===== config.mk =====
export PLATFORM = sky130hd
export DESIGN_NAME = add64_seq
export DESIGN_NICKNAME = d
export VERILOG_FILES = /design/src/rtl/add64_seq.sv
export SDC_FILE = /design/constraint.sdc
export NUM_CORES = 1
export LEC_CHECK = 0
export CORE_UTILIZATION = 56
export DETAILED_ROUTE_END_ITERATION = 10
export GPL_ROUTABILITY_DRIVEN = 0
export PLACE_DENSITY = 0.87
export RECOVER_POWER = 25
export SLEW_MARGIN = 25
export SYNTH_ARGS = -nofsm -noshare
export SYNTH_HDL_FRONTEND = slang
export SYNTH_HIERARCHICAL = 1
export SYNTH_SLANG_ARGS = --single-unit

===== constraint.sdc =====
create_clock -name clk -period 22.9 [get_ports clk]
set_input_delay 2.29 -clock clk [delete_from_list [all_inputs] [get_ports clk]]
set_output_delay 2.29 -clock clk [all_outputs]
set_load 0.005 [all_outputs]

===== src/rtl/add64_seq.sv =====
// Multi-cycle adder that feeds one 16-bit slice per cycle, LSB first, through a single carry-skip adder.
// Optional ADD64_SEQ_SUB_EN adds a 'sub' port for A-B (B inverted, carry-in forced to 1).

module cska16 (
    input  logic [15:0] a,
    input  logic [15:0] b,
    input  logic        cin,
    output logic [15:0] s,
    output logic        cout
);
    logic blk_c;
    logic rc;
    logic prop;

    // Four 4-bit ripple blocks; a fully propagating block forwards its carry-in directly.
    always_comb begin
        s     = 16'h0000;
        blk_c = cin;
        rc    = 1'b0;
        prop  = 1'b0;
        for (int blk = 0; blk < 4; blk++) begin
            rc   = blk_c;
            prop = &(a[4*blk +: 4] ^ b[4*blk +: 4]);
            for (int i = 0; i < 4; i++) begin
                s[4*blk+i] = a[4*blk+i] ^ b[4*blk+i] ^ rc;
                rc         = (a[4*blk+i] & b[4*blk+i]) | (rc & (a[4*blk+i] ^ b[4*blk+i]));
            end
            blk_c = prop ? blk_c : rc;
        end
        cout = blk_c;
    end
endmodule

module add64_seq #(
    parameter int NSLICE = 4
) (
    input  logic                   clk,
    input  logic                   rst,
    input  logic                   start,
    output logic                   ready,
    input  logic [16*NSLICE-1:0]   A,
    input  logic [16*NSLICE-1:0]   B,
    input  logic                   Cin,
`ifdef ADD64_SEQ_SUB_EN
    input  logic                   sub,
`endif
    output logic [16*NSLICE-1:0]   Sum,
    output logic                   Cout,
    output logic                   done,
    output logic                   busy
);
    localparam int W  = 16 * NSLICE;
    localparam int IW = $clog2(NSLICE);
    localparam logic [IW-1:0] LAST = IW'(NSLICE - 1);

    localparam logic [1:0] ST_IDLE = 2'd0;
    localparam logic [1:0] ST_RUN  = 2'd1;
    localparam logic [1:0] ST_DONE = 2'd2;

    logic [1:0]    state_q, state_d;
    logic [IW-1:0] idx_q, idx_d;
    logic [W-1:0]  opa_q, opa_d;
    logic [W-1:0]  opb_q, opb_d;
    logic          carry_q, carry_d;
    logic [W-1:0]  sum_q, sum_d;
    logic          cout_q, cout_d;
    logic          done_q, done_d;

    logic [IW+3:0] sh;
    logic [W-1:0]  opa_sh, opb_sh, mask, ins;
    logic [15:0]   slice_a, slice_b, add_s;
    logic          add_c;
    logic [W-1:0]  b_sel;
    logic          c_sel;

    // Bit offset of the active slice; shifting avoids a variable part-select.
    assign sh      = {idx_q, 4'b0000};
    assign opa_sh  = opa_q >> sh;
    assign opb_sh  = opb_q >> sh;
    assign slice_a = opa_sh[15:0];
    assign slice_b = opb_sh[15:0];
    assign mask    = {{(W-16){1'b0}}, 16'hFFFF} << sh;
    assign ins     = {{(W-16){1'b0}}, add_s} << sh;

    cska16 u_cska (
        .a    (slice_a),
        .b    (slice_b),
        .cin  (carry_q),
        .s    (add_s),
        .cout (add_c)
    );

`ifdef ADD64_SEQ_SUB_EN
    assign b_sel = sub ? ~B : B;
    assign c_sel = sub ? 1'b1 : Cin;
`else
    assign b_sel = B;
    assign c_sel = Cin;
`endif

    // Next-state logic for the IDLE -> RUN -> DONE sequence.
    always_comb begin
        state_d = state_q;
        idx_d   = idx_q;
        opa_d   = opa_q;
        opb_d   = opb_q;
        carry_d = carry_q;
        sum_d   = sum_q;
        cout_d  = cout_q;
        done_d  = 1'b0;
        case (state_q)
            ST_IDLE: begin
                if (start) begin
                    opa_d   = A;
                    opb_d   = b_sel;
                    carry_d = c_sel;
                    idx_d   = {IW{1'b0}};
                    state_d = ST_RUN;
                end else begin
                    state_d = ST_IDLE;
                end
            end
            ST_RUN: begin
                sum_d   = (sum_q & ~mask) | ins;
                carry_d = add_c;
                if (idx_q == LAST) begin
                    state_d = ST_DONE;
                end else begin
                    idx_d = idx_q + {{(IW-1){1'b0}}, 1'b1};
                end
            end
            ST_DONE: begin
                done_d  = 1'b1;
                cout_d  = carry_q;
                state_d = ST_IDLE;
            end
            default: begin
                state_d = ST_IDLE;
            end
        endcase
    end

    // State and datapath registers.
    always_ff @(posedge clk or posedge rst) begin
        if (rst) begin
            state_q <= ST_IDLE;
            idx_q   <= {IW{1'b0}};
            opa_q   <= {W{1'b0}};
            opb_q   <= {W{1'b0}};
            carry_q <= 1'b0;
            sum_q   <= {W{1'b0}};
            cout_q  <= 1'b0;
            done_q  <= 1'b0;
        end else begin
            state_q <= state_d;
            idx_q   <= idx_d;
            opa_q   <= opa_d;
            opb_q   <= opb_d;
            carry_q <= carry_d;
            sum_q   <= sum_d;
            cout_q  <= cout_d;
            done_q  <= done_d;
        end
    end

    assign ready = (state_q == ST_IDLE);
    assign busy  = (state_q != ST_IDLE);
    assign Sum   = sum_q;
    assign Cout  = cout_q;
    assign done  = done_q;
endmodule


# --- Word level (Yosys, flattened, before mapping) ---
# Index checks and enable logic that the tools add are counted.
word_totals:
  ff_bits: 199
  inputBits: 132
  out_inout_bits: 68
  wordCells: 129
classes:
  addsub: 1
  eq_ne: 6
  shift: 4
  muxes: 13
  bitwise: 87
  reduce_logical: 10
op_table:
  columns: ["cell", "count"]
  rows:
  - ["$shr 64x6->16", 2]
  - ["$and 64x64->64", 1]
  - ["$not 64->64", 1]
  - ["$or 64x64->64", 1]
  - ["$shl 16x6->64", 1]
  - ["$shl 16x6->64 const A", 1]
  - ["$and 1x1->1", 32]
  - ["$xor 1x1->1", 32]
  - ["$or 1x1->1", 16]
  - ["$reduce_and 4->1", 4]
  - ["$xor 4x4->4", 4]
  - ["$pmux 2 s2", 2]
  - ["$mux 1", 7]
  - ["$mux 2", 3]
  - ["$ne 2x2->1 const B", 3]
  - ["$eq 2x2->1 const B", 2]
  - ["$reduce_and 2->1", 2]
  - ["$reduce_bool 2->1", 2]
  - ["$reduce_and 3->1", 1]
  - ["$add 2x1->2 const B", 1]
  - ["$eq 2x1->1 const B", 1]
  - ["$logic_not 2->1", 1]
  - ["$pmux 1 s2", 1]

# --- Logic depth before layout (Yosys ltp) ---
depth:
  word_depth: 39
  ltp_mapped: 31
  depth_no_buf: 30

# --- By module ---
# Netlist, hierarchy kept.
modules_own_cells:
  columns: ["mod", "n_inst", "cells_per_inst", "area_per_inst_um2", "seq_area_each_um2"]
  rows:
  - ["add64_seq", 1, 494, 8828.5, 4979.8]
  - ["cska16", 1, 63, 673.1, 0.0]

# --- Least setup slack after synthesis ---
# OpenSTA, ideal clock, no wires.
synth_path:
  path_type: "reg2reg"
  from: "register idx_q[0]"
  to: "register carry_q"
  setup_time_ns: 0.123
  t_arrival_ns: 7.789
  required_time_ns: 22.777
  path_slack_ns: 14.988
  path_stages_with_launch: 32
  n_path_buf: 2
  synth_period_minus_slack_ns: 7.912
  path_cell_list: "dfrtp_1 -> buf_4 -> buf_4 -> mux4_2 -> inv_1 -> fa_1 -> inv_1 -> fa_1 -> fa_1 -> mux2_4 -> fa_1 -> fa_1 -> fa_1 -> fa_1 -> a41oi_1 -> nor2_1 -> fa_1 -> fa_1 -> fa_1 -> fa_1 -> nand2_1 -> nand2_1 -> fa_1 -> inv_1 -> fa_1 -> inv_1 -> fa_1 -> inv_1 -> fa_1 -> a22oi_1 -> or3b_2 -> o221a_2"
synth_between:
  word_cells_on_any_way: 79
  classes_between: "shift (2); mux (5); bitwise (68); reduce/logical (4)"
synth_lines:
  columns: ["element", "line", "rtl"]
  rows:
  - ["from (decl)", "61", "logic [IW-1:0] idx_q, idx_d;"]
  - ["from (signal assigned)", "147", "idx_q <= {IW{1'b0}};"]
  - ["from (signal assigned)", "156", "idx_q <= idx_d;"]
  - ["$shr 64x6->16 (*)", "79", "assign opb_sh = opb_q >> sh;"]
  - ["net opb_sh[1]", "70", "logic [W-1:0] opa_sh, opb_sh, mask, ins;"]
  - ["$xor 1x1->1", "26", "rc = (a[4*blk+i] & b[4*blk+i]) | (rc & (a[4*blk+i] ^ b[4*blk+i]));"]
  - ["$and 1x1->1", "26", null]
  - ["$or 1x1->1", "26", null]
  - ["$and 1x1->1", "26", null]
  - ["$or 1x1->1", "26", null]
  - ["$and 1x1->1", "26", null]
  - ["[23 not listed]", null, null]
  - ["$or 1x1->1", "26", null]
  - ["$and 1x1->1", "26", null]
  - ["$or 1x1->1", "26", null]
  - ["$and 1x1->1", "26", null]
  - ["$or 1x1->1", "26", null]
  - ["$mux 1 (*)", "28", "blk_c = prop ? blk_c : rc;"]
  - ["net add_c", "72", "logic add_c;"]
  - ["$pmux 1 s2 (*)", "111", "case (state_q)"]
  - ["to (signal assigned)", "159", "carry_q <= carry_d;"]
  - ["to (decl)", "64", "logic carry_q, carry_d;"]
# The timed path passes the listed nets; every way through them passes the cells marked *.
# A chain may end at the register's enable or synchronous reset.

# --- Worst setup path after layout ---
layout_path:
  from: "register idx_q[1]"
  to: "register carry_q"
layout_between:
  elab_chain_len: 39
  word_cells_on_any_way: 79
  classes_between: "shift (2); mux (5); bitwise (68); reduce/logical (4)"
layout_rtl:
  columns: ["element", "line"]
  rows:
  - ["$shr 64x6->16 (*)", "79"]
  - ["net opb_sh[0]", "70"]
  - ["$xor 1x1->1", "26"]
  - ["$and 1x1->1", "26"]
  - ["$or 1x1->1", "26"]
  - ["$and 1x1->1", "26"]
  - ["$or 1x1->1", "26"]
  - ["$and 1x1->1", "26"]
  - ["[25 not listed]", null]
  - ["$or 1x1->1", "26"]
  - ["$and 1x1->1", "26"]
  - ["$or 1x1->1", "26"]
  - ["$and 1x1->1", "26"]
  - ["$or 1x1->1", "26"]
  - ["$mux 1 (*)", "28"]
  - ["net add_c", "72"]
  - ["$pmux 1 s2 (*)", "111"]
# Marks and branches as above.

==> results.toml <==
[yosys]
postSynthCellCount = 557
synth-seq-area-share = 0.524
synth_nets = 725
netlist_area_um2 = 9500
syn_area_per_cell_um2 = 17.1
ys_seq_elements = 199
synth.distinct_cells = 36
yosys_warnings = 6

[route]
vias_per_cell = 5.75
routedWlPerCell_um = 21.6
drc = 0
dr.pass1.iters = 4
num_vias = 5623
wl_um = 21100
drt-initial-drc-count = 413
postRouteAntennaNets = 0

[grt]
overflow = 0
grt_pass1_wl_um = 33700
grt_usage = 0.258
grt_max_degree = 123
antenna_found_initial = 0
grt_pass1_vias = 5934

[finish]
layout-drive-gt1-share = 0.269
syn2layout_area_growth_pct = 26.5
nets = 913
layout_commonest_cell = "clkdlybuf4s50_1"
fin_area_um2 = 12000
fin_cells = 978
nFillCells = 1031
mostFrequentLayoutCells = "clkdlybuf4s50_1, dfrtp_1, mux2_4, a22o_1, mux4_2"
num_antenna_cells = 0

[timing]
relSlewSlack = -2.43
rsz0062_at_grt = "no"
setup_viol = 0
fin_tns_setup_ns = 0
tightest_slew_ns = 5.11
fin_crit_ns = 9.61
drv_slew = 164
final.setup.worst_slack_ns = 13.29
hold_violations = 0
skew_ns = 0.00979
fmax_mhz = 104
period_share = 0.420

[clock_tree]
cts_hold_buf = 0
worstSkewPairLatency_ns = 0.44
cts_buffers = 17
clk_path_buf_depth = 2
clock_sinks = 199
cts_resized = 0
post-cts-setup-buffer-count = 0
clock-root-buffer = "clkbuf_16"
cts_tree = "yes"
clk_pin_slew_ns = 0.07
htreeDepth = 4

[worst_setup_path]
crit_type = "flip-flop to flip-flop"
crit_path_start_kind = "flip-flop"
regToRegStartpoint = "idx_q[1]"
critPathLaunch = "idx_q[1]"
cp_max_fo = 40
cp_common_cell = "fa_1"
crit_path_end_kind = "flip-flop"
reg2reg_slack_ns = 13.29
crit_required_ns = 23.22
cpMaxStageDelayCell = "clkbuf_1"
slowest_delay_ns = 1.68
critPathArrivalTime_ns = 9.93

[pwr]
p_sw_uw = 803
vdd_drop_max_mv = 0.107
p_leak_nw = 5.28
cellPowerDensity_nw_per_um2 = 176
pwr-share-comb = 0.547
swShare = 0.379
power_frac_seq = 0.311
p_int_mw = 1.32
p_clk_frac = 0.142

[placement]
place_area_um2 = 11400
dpl.hpwl_um = 15200
dp_cells = 946
post-place-ws_ns = 14.04
port-buffer-count = 199

[floorplanning]
ioPinCount = 200
core.rowCount = 47
fp.dieArea_um2 = 17500
core_um2 = 16600
initial_core_util = 0.573
die_height_um = 132
die_x_um = 132

[flow_run]
cap_violations = 2

[min_path]
hp-start = "opb_q[15]"
hold_class = "flip-flop to flip-flop"

[run_status]
violations = "capacitance limit, slew limit"
status = "finished, violations left"
## registers in the layout, indices dropped and copies added, names as in the netlist
register / cells
state_q: 2
Cout: 1
opb_q: 64
done: 1
carry_q: 1
idx_q: 2
Sum: 64
opa_q: 64
## metrics by stage
stage	power, mW	hold slack [ns]	util
floorplan	1.44	0.453	-
global placement	1.74	0.463	0.689
detailed placement	1.80	0.477	0.689
CTS	2.12	0.493	0.725
global route	2.24	0.522	0.725
finish	2.12	0.493	0.725
## power groups by stage
stage,sequential (mW),combinational [mW],clock (mW)
floorplan,0.613,0.824,0
global placement,0.647,1.09,0
detailed placement,0.660,1.14,0
CTS,0.658,1.15,0.305
global route,0.680,1.24,0.317
finish,0.660,1.16,0.301
## synthesized netlist by cell type (all sizes together)
cell type    n  share of area
a21oi        2         0.0011
a22o        64          0.059
a22oi        1        0.00079
a41oi        1        0.00092
and2b        1        0.00079
and4b        1         0.0011
and4bb       1         0.0013
buf         35          0.042
clkbuf       1        0.00039
dfrtp      199           0.52
fa          16          0.034
ha          20          0.026
inv         22         0.0087
mux2       130           0.19
mux4        32          0.076
nand2        3         0.0012
nand2b       4         0.0026
nand3        2         0.0011
nand3b       4         0.0084
nand4        4         0.0026
nor2         4         0.0016
nor3b        1         0.0020
nor4b        1         0.0025
nor4bb       1         0.0011
o21ai        1        0.00092
o21ba        1         0.0011
o221a        1         0.0012
o221ai       2         0.0018
or2          1        0.00066
or3b         1        0.00092
## critical path: cells and delay by family, from the launching register on
family / cells / cell delay [ns]
buffers and inverters: 6 / 2.04
multiplexers: 2 / 0.77
flip-flops: 1 / 0.35
adder cells (fa/ha/maj): 16 / 5.24
AO/OA/AOI/OAI: 3 / 0.42
AND/OR/NAND/NOR: 4 / 0.66
## logic make-up after synthesis
logic type      count (synthesis)  share of synthesized area
flops                         199                      0.524
mux                           162                      0.270
compound gates                 73                     0.0668
buf+inv                        58                     0.0515
fa+ha+maj                      36                     0.0600
simple gates                   29                     0.0278
## worst paths after layout
check | endpoint | cells after the start
setup / recovery | carry_q | 31
setup reg to reg | carry_q | 31
max in group asynchronous | opb_q[6] | 2
hold / removal | opb_q[15] | 1
min in group asynchronous | Sum[26] | 2
hold reg to reg | opb_q[15] | 1
## cell type report
type / instances / area [um2] / area share
well taps: 220 / 275 / 0.0229
inverters: 22 / 83.8 / 0.00698
repair buffers: 205 / 2040 / 0.170
flip-flops and latches: 199 / 4980 / 0.415
multi-input cells: 300 / 4040 / 0.336
clock buffers: 17 / 425 / 0.0354
clock inverters: 15 / 171 / 0.0143
## per-layer routing
metal,wire length [um],GRT usage
met3,1300,0.0473
met1,8860,0.347
met5,0,0
met4,579,0.104
met2,10400,0.419
Note: power is estimated with default switching activity, not from simulation.
